## config.mk

```make
export PLATFORM = sky130hd
export DESIGN_NAME = switch_debouncer
export DESIGN_NICKNAME = d
export VERILOG_FILES = /design/src/rtl/switch_debouncer_pkg.sv /design/src/rtl/switch_debouncer_debounce_bit.sv /design/src/rtl/switch_debouncer.sv
export SDC_FILE = /design/constraint.sdc
export NUM_CORES = 1
export LEC_CHECK = 0
export CELL_PAD_IN_SITES_DETAIL_PLACEMENT = 1
export CELL_PAD_IN_SITES_GLOBAL_PLACEMENT = 1
export CORE_MARGIN = 2
export CORE_UTILIZATION = 45
export DETAILED_ROUTE_END_ITERATION = 10
export PLACE_DENSITY = 0.88
export SLEW_MARGIN = 20
export SYNTH_ARGS = -nofsm -noshare
export SYNTH_HDL_FRONTEND = slang
export SYNTH_SLANG_ARGS = --single-unit
```

## constraint.sdc

```tcl
create_clock -name clk -period 6 [get_ports clk]
set_input_delay 1.2 -clock clk [delete_from_list [all_inputs] [get_ports clk]]
set_output_delay 1.2 -clock clk [all_outputs]
set_load 0.01 [all_outputs]
```

## src/rtl/switch_debouncer_pkg.sv

```systemverilog
// Board-level constants shared by the switch input path.
// The default debounce length is derived from the board clock and a debounce time in ms.
package switch_debouncer_pkg;

  localparam int CLK_HZ      = 50_000_000;
  localparam int DEBOUNCE_MS = 10;

  function automatic int cycles_for_ms(input int clk_hz, input int ms);
    return (clk_hz / 1000) * ms;
  endfunction

  localparam int DEFAULT_DEBOUNCE_CYCLES = cycles_for_ms(CLK_HZ, DEBOUNCE_MS);

endpackage

```

## src/rtl/switch_debouncer_debounce_bit.sv

```systemverilog
// One switch bit: two-flop synchroniser, persistence counter, debounced level and edge strobes.
// accept is the combinational "level will be taken this edge" flag, used by the top to register changed.
module debounce_bit
  import switch_debouncer_pkg::*;
#(
  parameter int DEBOUNCE_CYCLES = DEFAULT_DEBOUNCE_CYCLES,
  parameter int CNT_W           = $clog2(DEBOUNCE_CYCLES)
) (
  input  logic clk,
  input  logic rst,
  input  logic sw,
  output logic stable,
  output logic rise,
  output logic fall,
  output logic accept
);

  localparam logic [CNT_W-1:0] CNT_LAST = CNT_W'(DEBOUNCE_CYCLES - 1);

  logic             s1;
  logic             s2;
  logic [CNT_W-1:0] cnt;

  assign accept = (s2 != stable) && (cnt == CNT_LAST);

  // The counter only advances while the synchronised input disagrees with the
  // accepted level, so any agreeing sample throws away a partial count.
  always_ff @(posedge clk) begin
    if (rst) begin
      s1     <= 1'b0;
      s2     <= 1'b0;
      cnt    <= '0;
      stable <= 1'b0;
      rise   <= 1'b0;
      fall   <= 1'b0;
    end else begin
      s1   <= sw;
      s2   <= s1;
      rise <= 1'b0;
      fall <= 1'b0;
      if (s2 != stable) begin
        if (cnt == CNT_LAST) begin
          stable <= s2;
          cnt    <= '0;
          rise   <= s2;
          fall   <= ~s2;
        end else begin
          cnt <= cnt + CNT_W'(1);
        end
      end else begin
        cnt <= '0;
      end
    end
  end

endmodule

```

## src/rtl/switch_debouncer.sv

```systemverilog
// Debounces a bank of slide switches bit by bit and reports clean levels plus edge strobes.
// led mirrors the debounced state so the board shows exactly what downstream logic sees.
module switch_debouncer
  import switch_debouncer_pkg::*;
#(
  parameter int WIDTH           = 6,
  parameter int DEBOUNCE_CYCLES = DEFAULT_DEBOUNCE_CYCLES
) (
  input  logic             clk,
  input  logic             rst,
  input  logic [WIDTH-1:0] switch,
  output logic [WIDTH-1:0] stable,
  output logic [WIDTH-1:0] rise,
  output logic [WIDTH-1:0] fall,
  output logic             changed,
  output logic [WIDTH-1:0] led
);

  localparam int CNT_W = $clog2(DEBOUNCE_CYCLES);

  logic [WIDTH-1:0] accept;

  for (genvar i = 0; i < WIDTH; i++) begin : g_bit
    debounce_bit #(
      .DEBOUNCE_CYCLES(DEBOUNCE_CYCLES),
      .CNT_W          (CNT_W)
    ) u_bit (
      .clk   (clk),
      .rst   (rst),
      .sw    (switch[i]),
      .stable(stable[i]),
      .rise  (rise[i]),
      .fall  (fall[i]),
      .accept(accept[i])
    );
  end

  // Registered from the same accept condition as the per-bit strobes so it lands in their cycle.
  always_ff @(posedge clk) begin
    if (rst) begin
      changed <= 1'b0;
    end else begin
      changed <= |accept;
    end
  end

  assign led = stable;

endmodule

```

==> metrics <==
largest net degree at the start of global routing=24; fin crit share=47.3%; final wirelength=15200 microns; RSZ-0062 raised after global routing=false; initial core utilization=45.8%; vias in the first global route=5299; clk buf depth=2; drt first pass iters=4; remaining antenna violation count after routing=0; Mean Syn Cell Area=8.96 sq um; Post-CTS Hold Fix Bufs=0; Logic pwr share=1.1%; layout cells sized above 1=6.07%; Final Max Tran Viols=0; GR Overflow Total=0; clock-pin slew on the worst setup and hold paths=roughly 0.060 ns; worst vdd ir=0.223 mV; worst r2r dst=g_bit[5].u_bit.cnt[11]; Min-Delay Path Class=flop to flop; Clock power frac=51.9%; Clock Latency Late Sink=0.43 ns; Cell Pwr Density=286 nW/um^2; die area=15000 sq um; clk root buf=clkbuf_16; Port-buffer cells=32; # rows=43; Post-Synth XOR/XNOR Area=11.0%; worst setup margin=3.16 ns; Setup Crit Path Kind=input pin to flop; fmax=353 MHz; Die W=122 microns; Fillers=1611; Worst Setup SP=rst; Synth Area in Adders=around 1.2%; Reg power frac=between 40% and 50%; syn_nets=718; post-synth cell types=39; CP Capture Point=g_bit[0].u_bit.cnt[5]; compound-cell area share of the yosys netlist=under 10%; Worst slew margin=42.6%; # Post-CTS Setup Buffers=0; Leakage=2.21 nW; initial antenna violation count=0; Fin. Hold Viols=0; number of DRC markers in iteration 0=255; CP required=6.28 ns; minimum clock period=2.84 ns; Arr. time, crit path=3.12 ns; post-DP HPWL=10600 microns; Post-synth EDFFs=0; Main synth FF type=dfxtp_1; status=complete, no violations; sequential area share after synthesis=46.0%; detail-routed via count per cell=5.64; r2r setup slk=around 3.7 ns; cts repair resizes=0; Core ar.=13800 sq um; post-synthesis mux area share=0%; net switching power=0.450 mW; Net Sw Frac=21.8%; Final Setup Violations=0; total track usage=21.1%; # H-tree levels=4; asr flop ratio synth=0%; first-pass GRT wire length=around 25000 microns; internal power=1.62 mW; I/O Pins=33; vias=approximately 5000; Syn-to-layout area delta=14.5%; main combinational cell family by area after synthesis=simple AND/OR/NAND/NOR gates; Syn Std Cell Area=approximately 6300 sq um; Die Y=122 microns; setup_tns=0 ns; Antenna diodes=0; TritonCTS clock tree=yes; dpl ws=2.35 ns; wire per inst=16.8 microns; total CTS buffers=17; maxcap violations=0; worst slew pin tran=0.858 ns; Final nets=726; GPL Wtd Cong=0.792; Synthesis Warnings=0; DR DRC count=0; R2R depth=5; simple-gate area share of the yosys netlist=roughly 30%; crit end category=flop; worst-path maximum fanout=23; Reg-to-Reg Start=g_bit[5].u_bit.cnt[0]; Synth Instances=a little over 700; Seq cells post-synth=145; TritonCTS Sinks=145; skew final=0.00719 ns; crit start category=input pin
cell families (layout without fill, tap and decap cells):
kind of cell             count (synthesis)  after routing
XOR/XNOR                                79             79
flip-flops                             145            145
AO/OA/AOI/OAI                           79             79
AND/OR/NAND/NOR                        339            339
adder cells (fa/ha/maj)                  6              6
buffers and inverters                   56             77
routing by layer:
metal / GRT usage, % / up-vias / share of wire (%)
met5: 0 / - / 0
met4: 10.3 / 0 / 2.5
met3: 4.60 / 38 / 2.4
met2: 36.6 / 72 / 50
met1: 24.7 / 2495 / 45
li1: - / 2501 / -
worst max-delay path: stages:
cell and delay [ns]:
clkdlybuf4s50_1 1.03, buf_4 0.33, nor2_1 0.11, o21ai_2 0.30, nor2_1 0.13
registers in the layout, summed over array words and instances, names as in the netlist:
name                cells
g_bit.u_bit.cnt       114
g_bit.u_bit.fall        6
g_bit.u_bit.rise        6
g_bit.u_bit.s1          6
g_bit.u_bit.s2          6
g_bit.u_bit.stable      6
changed                 1
how the worst min path moves through the flow:
stage / startpoint / endpoint / cells after the start
2_1_floorplan: g_bit[0].u_bit.s1 / g_bit[0].u_bit.s2 / 1
3_3_place_gp: g_bit[4].u_bit.s1 / g_bit[4].u_bit.s2 / 1
3_5_place_dp: g_bit[2].u_bit.s1 / g_bit[2].u_bit.s2 / 1
4_1_cts: g_bit[2].u_bit.s1 / g_bit[2].u_bit.s2 / 1
5_1_grt: g_bit[0].u_bit.s1 / g_bit[0].u_bit.s2 / 1
6_report: g_bit[2].u_bit.s1 / g_bit[2].u_bit.s2 / 1
synthesized netlist by cell type (12+ instances only):
cell	number	area, sq um
nand2_1	35	131
nor4b_1	15	131
xor2_1	43	377
o21ai_0	24	120
dfxtp_1	145	2900
and4_1	13	114
and3_1	19	119
nand3_1	41	205
clkbuf_1	18	67.6
nor2_1	90	338
nand4_1	29	181
or3_1	28	175
nor4_1	16	100
xnor2_1	36	315
or4_1	14	105
nor2b_1	16	100
a21oi_1	35	175
buf_4	25	188
inv_1	12	45.0
layout by cell type, fill, tap and decap left out, drive strengths merged:
cell type,Yosys,routed
dfxtp,145,145
nor2,90,90
xor2,43,43
nand3,41,41
xnor2,36,36
nand2,35,35
a21oi,35,35
clkdlybuf4s50,0,32
o21ai,30,30
nand4,29,29
or3,28,28
and3,19,19
clkbuf,18,19
nor2b,16,16
nor4,16,16
nor4b,16,16
inv,12,16
or4,15,15
and4,13,13
o31ai,11,11
ha,6,6
clkinvlp,0,4
and2,3,3
nand2b,3,3
nor3,3,3
clkinv,0,3
nor3b,2,2
nand4b,2,2
nand4bb,2,2
or2,2,2
o32a,2,2
bufinv,0,2
and4b,1,1
nor4bb,1,1
nand3b,1,1
or3b,1,1
a41oi,1,1
buf,26,1
metrics by stage:
| step | cells | hold slack [ns] | utilization (%) | total power [mW] | cell area [sq um] |
|---|---|---|---|---|---|
| global placement | 873 | 0.420 | 47.9 | 1.01 | 6600 |
| finish | 905 | 0.437 | 52.4 | 2.07 | 7220 |
| floorplan | 704 | 0.414 | - | 1.01 | 6310 |
| detailed placement | 873 | 0.427 | 48.0 | 1.02 | 6610 |
| CTS | 905 | 0.444 | 52.4 | 2.09 | 7210 |
| global route | 905 | 0.460 | 52.4 | 2.13 | 7220 |
power groups by stage:
stage                     clock network [mW]  logic (mW)  registers [mW]
after CTS                               1.09      0.0234           0.971
after detailed placement                   0      0.0231           0.992
after global routing                    1.13      0.0260           0.971
final                                   1.07      0.0235           0.971
after floorplan                            0      0.0142           0.991
after global placement                     0      0.0213           0.992
layout make-up:
cell class / count / area, sq um / area share [%]
timing repair buffer: 33 / 328 / 4.54
inverter: 12 / 45.0 / 0.624
multi-input combinational: 503 / 3120 / 43.2
tap: 180 / 225 / 3.12
sequential: 145 / 2900 / 40.2
clock buffer: 19 / 453 / 6.27
clock inverter: 13 / 151 / 2.10
Note: power is estimated with default switching activity, not from simulation.
